--- config.mk ---
export PLATFORM = sky130hd
export DESIGN_NAME = xor_checksum_seq
export DESIGN_NICKNAME = d
export VERILOG_FILES = /design/src/rtl/xor_checksum_seq_pkg.sv /design/src/rtl/XOR_32.sv /design/src/rtl/xor_checksum_seq.sv
export SDC_FILE = /design/constraint.sdc
export NUM_CORES = 1
export LEC_CHECK = 0
export CAP_MARGIN = 20
export CORE_ASPECT_RATIO = 1.1
export CORE_MARGIN = 3
export CORE_UTILIZATION = 48
export DETAILED_ROUTE_END_ITERATION = 7
export PLACE_DENSITY = 0.86
export SYNTH_ARGS = -nofsm -noshare
export SYNTH_HDL_FRONTEND = slang
export SYNTH_SLANG_ARGS = --single-unit
--- constraint.sdc ---
create_clock -name clk -period 4.6 [get_ports clk]
set_clock_uncertainty 0.2 [all_clocks]
set_input_delay 0.69 -clock clk [delete_from_list [all_inputs] [get_ports clk]]
set_output_delay 0.69 -clock clk [all_outputs]
set_load 0.02 [all_outputs]
--- src/rtl/xor_checksum_seq_pkg.sv ---
// Shared definitions for the XOR checksum sequencer: FSM encoding and checksum width.
package xor_checksum_seq_pkg;

    localparam int CHK_W = 32;

    typedef enum logic [1:0] {
        IDLE  = 2'd0,
        ACCUM = 2'd1,
        DONE  = 2'd2
    } state_e;

endpackage

--- src/rtl/XOR_32.sv ---
// 32-bit bitwise XOR cell used as the checksum fold datapath.
module XOR_32 (
    input  logic [31:0] A,
    input  logic [31:0] B,
    output logic [31:0] Y
);

    assign Y = A ^ B;

endmodule

--- src/rtl/xor_checksum_seq.sv ---
// Folds a job of len 32-bit words into an XOR checksum and pulses done with the result.
// Optional seed port enabled by defining XOR_CHK_SEED_EN.
module xor_checksum_seq
    import xor_checksum_seq_pkg::*;
#(
    parameter int LEN_W = 8
) (
    input  logic             clk,
    input  logic             rst_n,
    input  logic             start,
    input  logic [LEN_W-1:0] len,
    input  logic             abort,
`ifdef XOR_CHK_SEED_EN
    input  logic [CHK_W-1:0] seed,
`endif
    input  logic             in_valid,
    input  logic [CHK_W-1:0] in_data,
    output logic             in_ready,
    output logic             busy,
    output logic             done,
    output logic [CHK_W-1:0] result,
    output logic             parity,
    output logic [LEN_W-1:0] words_left
);

    state_e             state_q, state_d;
    logic [CHK_W-1:0]   acc_q, acc_d;
    logic [LEN_W-1:0]   wl_q, wl_d;
    logic [CHK_W-1:0]   fold;
    logic [CHK_W-1:0]   init_val;

`ifdef XOR_CHK_SEED_EN
    assign init_val = seed;
`else
    assign init_val = '0;
`endif

    XOR_32 u_fold (
        .A (acc_q),
        .B (in_data),
        .Y (fold)
    );

    always_ff @(posedge clk or negedge rst_n) begin
        if (!rst_n) begin
            state_q <= IDLE;
            acc_q   <= '0;
            wl_q    <= '0;
        end else begin
            state_q <= state_d;
            acc_q   <= acc_d;
            wl_q    <= wl_d;
        end
    end

    always_comb begin
        state_d = state_q;
        acc_d   = acc_q;
        wl_d    = wl_q;
        unique case (state_q)
            IDLE: begin
                if (start) begin
                    acc_d   = init_val;
                    wl_d    = len;
                    state_d = (len == '0) ? DONE : ACCUM;
                end
            end
            ACCUM: begin
                // abort wins over a same-cycle transfer; the word is dropped
                if (abort) begin
                    acc_d   = '0;
                    wl_d    = '0;
                    state_d = IDLE;
                end else if (in_valid) begin
                    acc_d = fold;
                    wl_d  = wl_q - LEN_W'(1);
                    if (wl_q == LEN_W'(1)) state_d = DONE;
                end
            end
            DONE:    state_d = IDLE;
            default: state_d = IDLE;
        endcase
    end

    assign in_ready   = (state_q == ACCUM);
    assign busy       = (state_q == ACCUM) || (state_q == DONE);
    assign done       = (state_q == DONE);
    assign result     = acc_q;
    assign parity     = ^acc_q;
    assign words_left = wl_q;

endmodule

## Yosys cells after proc, flatten, opt, wreduce, memory -nomap -nowiden

Cells that the tools add are included.

- Bits in registers: 42
- Logic and storage cells: 32

- Add/sub/neg operators: 1
- Eq/ne operators: 6
- Muxes and demuxes: 14
- Bitwise gates (word level): 1
- Reductions and logical operators: 7

Operator list:

| cell | number |
|---|---|
| 32-bit two-way mux | 3 |
| 32-bit case mux with 2 select lines | 1 |
| 32-bit parity | 1 |
| 32-bit bitwise XOR | 1 |
| 8-bit two-way mux | 3 |
| 8-bit case mux with 2 select lines | 1 |
| 2-bit two-way mux | 5 |
| 8-bit by 1-bit == test with 1-bit output (second input constant) | 1 |
| 8-bit logical NOT | 1 |
| 8-bit by 1-bit subtractor with 8-bit output (second input constant) | 1 |
| 3-bit AND reduction | 2 |
| 2-bit case mux with 2 select lines | 1 |
| 3-bit by 2-bit != test with 1-bit output (second input constant) | 1 |
| 3-bit != test (second input constant) | 1 |
| 2-bit by 1-bit == test with 1-bit output (second input constant) | 1 |
| 2-bit == test (second input constant) | 1 |
| 2-bit logical NOT | 1 |
| 2-bit != test (second input constant) | 1 |
| 2-bit nonzero test | 1 |
| 1-bit logical OR | 1 |

## Logic depth before layout (Yosys ltp)

Gate-level depths: netlist of the first run.

- Depth in word-level cells: 5
- Gate-level depth with buffers: 9
- Mapped depth without buffers: 7

## Cells and area by module

A second synthesis of the first run with hierarchy kept.

- Cells, all modules: 276
- Area, all modules: 2488.6 µm²

Modules (own cells, without submodules):

| module | instances | cells each | area an instance (µm²) |
|---|---|---|---|
| xor_checksum_seq | 1 | 244 | 2208.4 |
| XOR_32 | 1 | 32 | 280.3 |

## Least setup slack after synthesis of the first run

Ideal clock, no wire load.

- Path kind: flip-flop to output port
- From: register acc_q[0] (netlist: result[0])
- To: output port parity
- Data arrival time: 1.488 ns
- Data required time: 3.710 ns
- Slack: 2.222 ns
- Stages on the path, launching flop included: 6
- Buffers on the path: 0
- Cells stage by stage: dfrtp_1 -> xor2_1 -> xnor2_1 -> xnor2_1 -> xnor2_1 -> xnor2_1

- Word-level cells in the longest chain between the ends: 1

Ends and longest elaborated chain:

| what | line | text |
|---|---|---|
| from (decl) | xor_checksum_seq.sv:27 | `logic [CHK_W-1:0] acc_q, acc_d;` |
| from (signal assigned) | xor_checksum_seq.sv:47 | `acc_q <= '0;` |
| from (signal assigned) | xor_checksum_seq.sv:51 | `acc_q <= acc_d;` |
| 32-bit parity | xor_checksum_seq.sv:89 | `assign parity = ^acc_q;` |
| to (decl) | xor_checksum_seq.sv:22 | `output logic parity,` |

Every way passes these cells.

## Final worst setup path of the first run

- From: register acc_q[14] (netlist: result[14])
- To: output port parity

Same word-level chain as after synthesis.

==> metrics.md, run 1 <==
| Metric | Value |
|---|---|
| Period utilisation layout | 67.9% |
| Final net count | 383 |
| Reg2reg setup slack | 2.37 ns |
| Worst skew pair latency | 0.29 ns |
| CTS tree | built |
| Max H-tree Level | 2 |
| Clk slew on worst S/H paths | 0.08 ns |
| Layout cells sized above 1 | 6.59% |
| Max Freq | 0.320 GHz |
| # DRC | 0 |
| Mapped Cells | 246 |
| # diodes | 0 |
| Yosys top cell area share | 44.7% |
| Slew Limit Fails | 0 |
| CP endpoint kind | primary output |
| P_leak | 1.44 nW |
| Die area | 0.00577 mm^2 |
| Resized cells post-CTS | 0 |
| Yosys Warn Count | 0 |
| Pwr Density | 869 mW/mm^2 |
| Worst min-delay path class | in -> async |
| Number of flops mapped to enable cells by yosys | 0 |
| Die width | 72.7 um |
| Synth cell count leaders | 42 x dfrtp_1, 38 x nor2_1, 35 x xor2_1, 28 x xnor2_1, 26 x nand2_1 |
| Area leader, netlist | dfrtp_1 |
| Mapped Area | 0.00235 mm^2 |
| Worst hold slack | 0.331 ns |
| Top-count cell post-synth | dfrtp_1 |
| Sw Ratio | 44.3% |
| Async set or reset register ratio after synthesis | 100% |
| Clk root buf | clkbuf_8 |
| Seq/Total Area, Yosys | 44.7% |
| Row Count | 26 |
| Routed Antenna Nets | 0 |
| Total Wirelength | 5400 um |
| Core area | 0.00468 mm^2 |
| R2r endpoint | result[2] |
| Rel. slew slack | 39.2% |
| Cell at the slowest stage of the critical path | clkdlybuf4s50_1 |
| Sequential share of power | 23.1% |
| 1st-iter DRT viols | 84 |
| DIE HEIGHT | 79.4 um |
| # IOs | 89 |
| Clk buf depth | 2 |
| Worst-case reg-to-reg path depth | 8 |
| Design Power | 2.92 mW |
| Crit path max fanout | 3 |
| I/O Buffers | 88 |
| Clock net sink count | 42 |
| Synthesized area per cell | 9.55 um^2 |
| Synthesized flop and latch total | 42 |
| Post-Syn Nets | 296 |
| First-pass GRT wire length | 8970 um |
| Post-synth top flop | dfrtp_1 |
| CP Data Required Time | 3.71 ns |
| Logic pwr share | 67.6% |
| Startpoint class of the critical path | register |
| Crit-path cells | xnor2_1 > xnor2_1 > xnor2_1 > xnor2_1 > xnor2_1 > clkdlybuf4s50_1 |
| CP dominant cell by count | xnor2_1 |
| Number of global-route vias before repair | 1919 |
| End of the critical path | parity |
| Final TNS setup | 0 ns |
| Post-CTS setup buffers | 0 |
| Largest net degree at the start of global routing | 43 |
| Worst Tran Pin Value | 0.912 ns |
| Pint | 1.63 mW |
| Total global routing track utilization | 19.9% |
| Sw Pwr | 1.29 mW |
| # Max-Cap Violations | 0 |
| Number of vias per cell | 5.04 |
| Worst Setup Path Type | reg -> out |
| Num CTS Buffers | 5 |
| Final setup fails | 0 |
| Hold_buf cts | 0 |
| Gpl congestion | 0.874 |
| Critical Path AT | 2.24 ns |
| Overflow after GRT | 0 |
| Multi-input gate area | 0.00119 mm^2 |
| Vias | 1964 |
| Clock power share | 9.3% |
| Register Area | 0.00105 mm^2 |
| Final hold vios | 0 |
| Max incr delay on CP | 0.63 ns |
| Status | completed |
| Crit path launch | result[14] |
| Filler cells | 385 |
| Area contributors post-synth | dfrtp_1 45%, xor2_1 13%, xnor2_1 10% |
| Initial Util | 50.2% |
| Initial antenna violation count | 0 |
| Worst vdd ir | 838 uV |
| Layout area overhead | 43.1% |
| Routed wire per std cell | 13.8 um |
| First-pass detailed-route iteration total | 4 |
| Post-layout min period | 3.13 ns |
| Synth unique cells | 29 |
| RSZ-0062 raised after global routing | false |
| DP Wirelength | 4090 um |
| Launch point of the worst reg-to-reg path | state_q[1] |
==> worst max-delay path, delay by kind of cell, from the launching register on <==
family    cells  cell delay, ns
xor+xnor      5            0.91
buf+inv       1            0.63
flops         1            0.42
==> final cells by class <==
class,count,share of cell area (%)
Clock buffer,8,3.27
Timing Repair Buffer,90,27.1
Inverter,8,0.893
Sequential cell,42,31.3
Multi-Input combinational cell,186,35.4
Tap cell,56,2.08
==> cells by family (layout without fill, tap and decap cells) <==
group           count (synthesis)  after routing  synth area share [%]
simple gates                   85             85                  15.8
xor+xnor                       63             63                  23.5
compound gates                 32             32                  8.09
fa+ha+maj                       5              5                  2.66
flops                          42             42                  44.7
mux                             1              1                 0.639
buf+inv                        18            106                  4.58
==> layer usage <==
layer  share of wire (%)  wire length (um)  vias up  GRT usage, %
met1                  40              2180      932          24.7
li1                    -                 -      959             -
met2                  52              2780       69          33.5
met5                   0                 0        -             0
met3                 7.3               392        4          6.17
met4                0.74                40        0          4.98
==> stage by stage <==
step | util, % | cell area, um^2 | cells | setup WS [ns]
2_1_floorplan | - | 2350 | 246 | 2.22
3_3_place_gp | 68.9 | 3230 | 381 | 1.71
3_5_place_dp | 68.9 | 3230 | 381 | 1.56
4_1_cts | 71.2 | 3340 | 389 | 1.42
5_1_grt | 71.8 | 3360 | 390 | 1.35
6_report | 71.8 | 3360 | 390 | 1.47
==> layout by cell type (no fill, tap or decap) <==
master | Yosys | final
a21oi_1 | 7 | 7
a22oi_1 | 2 | 2
a32oi_1 | 5 | 5
and2_1 | 1 | 1
buf_16 | 0 | 1
buf_2 | 2 | 1
buf_4 | 1 | 1
clkbuf_8 | 0 | 8
clkdlybuf4s50_1 | 0 | 87
clkinv_1 | 1 | 1
dfrtp_1 | 42 | 42
ha_1 | 5 | 5
inv_1 | 7 | 7
mux2_4 | 1 | 1
nand2_1 | 26 | 26
nand2_2 | 10 | 10
nand2b_1 | 1 | 1
nand3_1 | 1 | 1
nor2_1 | 38 | 38
nor2b_1 | 2 | 2
nor3_1 | 2 | 2
nor4_1 | 3 | 3
nor4bb_1 | 1 | 1
o21a_1 | 1 | 1
o21ai_0 | 15 | 15
o21ai_1 | 1 | 1
o2bb2ai_1 | 1 | 1
xnor2_1 | 28 | 28
xor2_1 | 35 | 35
==> power groups by stage <==
stage / Clock (mW) / Combinational, mW / Sequential [mW]
detailed placement: 0 / 1.96 / 0.680
floorplan: 0 / 1.17 / 0.812
global placement: 0 / 1.92 / 0.673
global route: 0.297 / 2.14 / 0.696
CTS: 0.280 / 1.97 / 0.675
finish: 0.271 / 1.98 / 0.675
==> sequential cells by signal, indices dropped and copies added, names as in the netlist <==
register,count
state_q,2
words_left,8
result,32
==> worst min-delay path by stage <==
stage	startpoint	end	slack (ns)	depth (start not counted)
detailed placement	words_left[6]	words_left[6]	0.33	2
global placement	state_q[1]	state_q[1]	0.32	2
global route	rst_n	state_q[1]	0.39	1
floorplan	rst_n	result[0]	0.19	0
finish	rst_n	words_left[1]	0.33	1
CTS	rst_n	result[15]	0.35	1
Power figures use the tool's default switching activity.
==> run 2: changes to the inputs <==
- CORE_UTILIZATION: 48 -> 44
- PLACE_DENSITY: 0.86 -> 0.8
- clock period: 4.6 -> 3 ns (I/O delays scaled with it)
==> run 2 against run 1 <==
  * Routed wire length up 1.6%
  * Sequential share of layout area about the same
  * Sequential cell count unchanged
  * Critical path depth unchanged
  * Largest cell class unchanged
==> metrics.md, run 2 (same netlist as run 1, synthesis figures left out) <==
| Metric | Value |
|---|---|
| CTS tree | built |
| Final net count | 384 (+0.26%) |
| DIE HEIGHT | 82.6 um (+4.1%) |
| Worst min-delay path class | in -> async |
| Vias | 1993 (+1.5%) |
| Clk root buf | clkbuf_8 |
| R2r endpoint | result[18] |
| Overflow after GRT | 0 (unchanged) |
| Routed length on met2 | 2660 um (-4.4%) |
| Worst Tran Pin Value | 0.943 ns (+0.0316 ns) |
| DP Wirelength | 3930 um (-4.0%) |
| Row Count | 27 (+3.8%) |
| Period utilisation layout | 94.4% |
| Launch point of the worst reg-to-reg path | state_q[1] |
| # diodes | 0 (unchanged) |
| Total global routing track utilization | 17.7% (-2.2 points) |
| 1st-iter DRT viols | 88 (+4.8%) |
| # IOs | 89 (unchanged) |
| Num CTS Buffers | 5 (unchanged) |
| Pwr Density | 1300 mW/mm^2 (+50%) |
| Pint | 2.47 mW (+52%) |
| RSZ-0062 raised after global routing | false |
| Gpl congestion | 0.836 (-4.3%) |
| Hold_buf cts | 0 (unchanged) |
| Die area | 0.00625 mm^2 (+8.4%) |
| Rel. slew slack | 37.1% (-2.1 points) |
| Max H-tree Level | 2 (unchanged) |
| Total Wirelength | 5480 um (+1.6%) |
| Number of global-route vias before repair | 1939 (+1.0%) |
| Initial antenna violation count | 0 (unchanged) |
| Worst Setup Path Type | reg -> out |
| Worst vdd ir | 1140 uV (+36%) |
| Resized cells post-CTS | 0 (unchanged) |
| Max Freq | 0.353 GHz |
| Clock net sink count | 42 (unchanged) |
| CP Data Required Time | 2.35 ns (-1.36 ns) |
| Layout cells sized above 1 | 6.59% (unchanged) |
| Clock power share | 10.3% (+1.0 points) |
| Post-layout min period | 2.83 ns |
| Most frequent cells in the layout | 87 x clkdlybuf4s50_1, 42 x dfrtp_1, 38 x nor2_1 |
| End of the critical path | parity |
| Logic pwr share | 66.5% (-1.1 points) |
| Most common cell after layout, fill and taps aside | clkdlybuf4s50_1 |
| First-pass detailed-route iteration total | 4 (unchanged) |
| CP endpoint kind | primary output |
| Final setup fails | 0 (unchanged) |
| I/O Buffers | 88 (unchanged) |
| P_leak | 1.44 nW (about the same) |
| Clk buf depth | 2 (unchanged) |
| Initial Util | 46.4% (-3.8 points) |
| WL met1 | 2480 um (+13%) |
| Routed wl met3 | 281 um (-28%) |
| Sw Pwr | 1.91 mW (+48%) |
| Max reg flops | 32 (unchanged) |
| Sequential share of power | 23.3% (+0.2 points) |
| DR top layer | met4 |
| Layout Cells excl Fill | 392 (+0.51%) |
| # DRC | 0 (unchanged) |
| Worst skew pair latency | 0.28 ns (about the same) |
| Routed wire per std cell | 14.0 um (+1.0%) |
| Slew Limit Fails | 0 (unchanged) |
| Post-CTS setup buffers | 0 (unchanged) |
| Crit path max fanout | 3 (unchanged) |
| Number of vias per cell | 5.08 (+0.96%) |
| Die width | 75.7 um (+4.1%) |
| Reg2reg setup slack | 0.85 ns (-1.52 ns) |
| Clk slew on worst S/H paths | 0.08 ns (about the same) |
| Crit path launch | result[3] |
| Final TNS setup | 0 ns (unchanged) |
| First-pass GRT wire length | 8590 um (-4.2%) |
| Startpoint class of the critical path | register |
| Worst-case reg-to-reg path depth | 8 (unchanged) |
| Routed Antenna Nets | 0 (unchanged) |
| Sw Ratio | 43.6% (-0.66 points) |
| # Max-Cap Violations | 0 (unchanged) |
| Largest net degree at the start of global routing | 43 (unchanged) |
| Critical Path AT | 2.18 ns (-0.06 ns) |
| Status | completed |
| Core area | 0.00507 mm^2 (+8.2%) |
| Final hold vios | 0 (unchanged) |
| Layout area overhead | 43.3% |
| Placed Cells | 385 (+1.0%) |
-- run 2: changes by cell type in the layout (fill, tap and decap cells not counted) --
cell       delta
buf_12        +1
buf_4         +1
clkbuf_8      -2
bufinv_16     +1
buf_16        -1
-- run 2: worst min path at each step --
| stage | startpoint | end | slack (ns) | cells past startpoint |
|---|---|---|---|---|
| floorplan | rst_n | result[0] | -0.05 | 0 |
| global placement | state_q[1] | state_q[1] | 0.33 | 2 |
| detailed placement | state_q[1] | state_q[1] | 0.32 | 2 |
| CTS | rst_n | result[4] | 0.13 | 1 |
| global route | rst_n | result[4] | 0.18 | 1 |
| finish | rst_n | result[4] | 0.10 | 1 |
-- run 2: cell type report --
| type | count | area, um^2 |
|---|---|---|
| timing repair buffer | 91 | 911 |
| tap | 58 | 72.6 |
| multi-input combinational | 186 | 1190 |
| sequential | 42 | 1050 |
| fill | 405 | 1700 |
| clock inverter | 1 | 30.0 |
| clock buffer | 6 | 82.6 |
| inverter | 8 | 30.0 |
-- run 2: power groups by stage --
stage | combinational (mW) | clock [mW] | sequential (mW)
5_1_grt | 3.13 | 0.480 | 1.06
4_1_cts | 2.95 | 0.466 | 1.02
6_report | 2.91 | 0.450 | 1.02
3_5_place_dp | 2.93 | 0 | 1.03
2_1_floorplan | 1.71 | 0 | 1.24
3_3_place_gp | 2.88 | 0 | 1.02
-- run 2: layer usage --
metal | vias up | track usage [%]
met3 | 7 | 2.91
met1 | 954 | 23.1
met2 | 73 | 29.6
met4 | 0 | 5.77
li1 | 959 | -
met5 | - | 0
-- run 2: through the flow --
step / hold slack (ns) / utilization, % / worst slack, ns / instance area [um^2] / power [mW]
after floorplan: -0.0456 / - / 0.862 / 2350 / 2.95
after global placement: 0.329 / 64.2 / 0.476 / 3260 / 3.90
after detailed placement: 0.324 / 64.2 / 0.455 / 3260 / 3.96
after CTS: 0.127 / 66.5 / 0.134 / 3370 / 4.44
after global routing: 0.181 / 66.5 / 0.0488 / 3370 / 4.67
final: 0.102 / 66.5 / 0.168 / 3370 / 4.38
-- run 2: critical path, stage by stage, from the launching register on --
cell and delay [ns]:
dfrtp_1 0.42, xnor2_1 0.22, xnor2_1 0.17, xnor2_1 0.17, xnor2_1 0.16, xnor2_1 0.14, clkdlybuf4s50_1 0.62
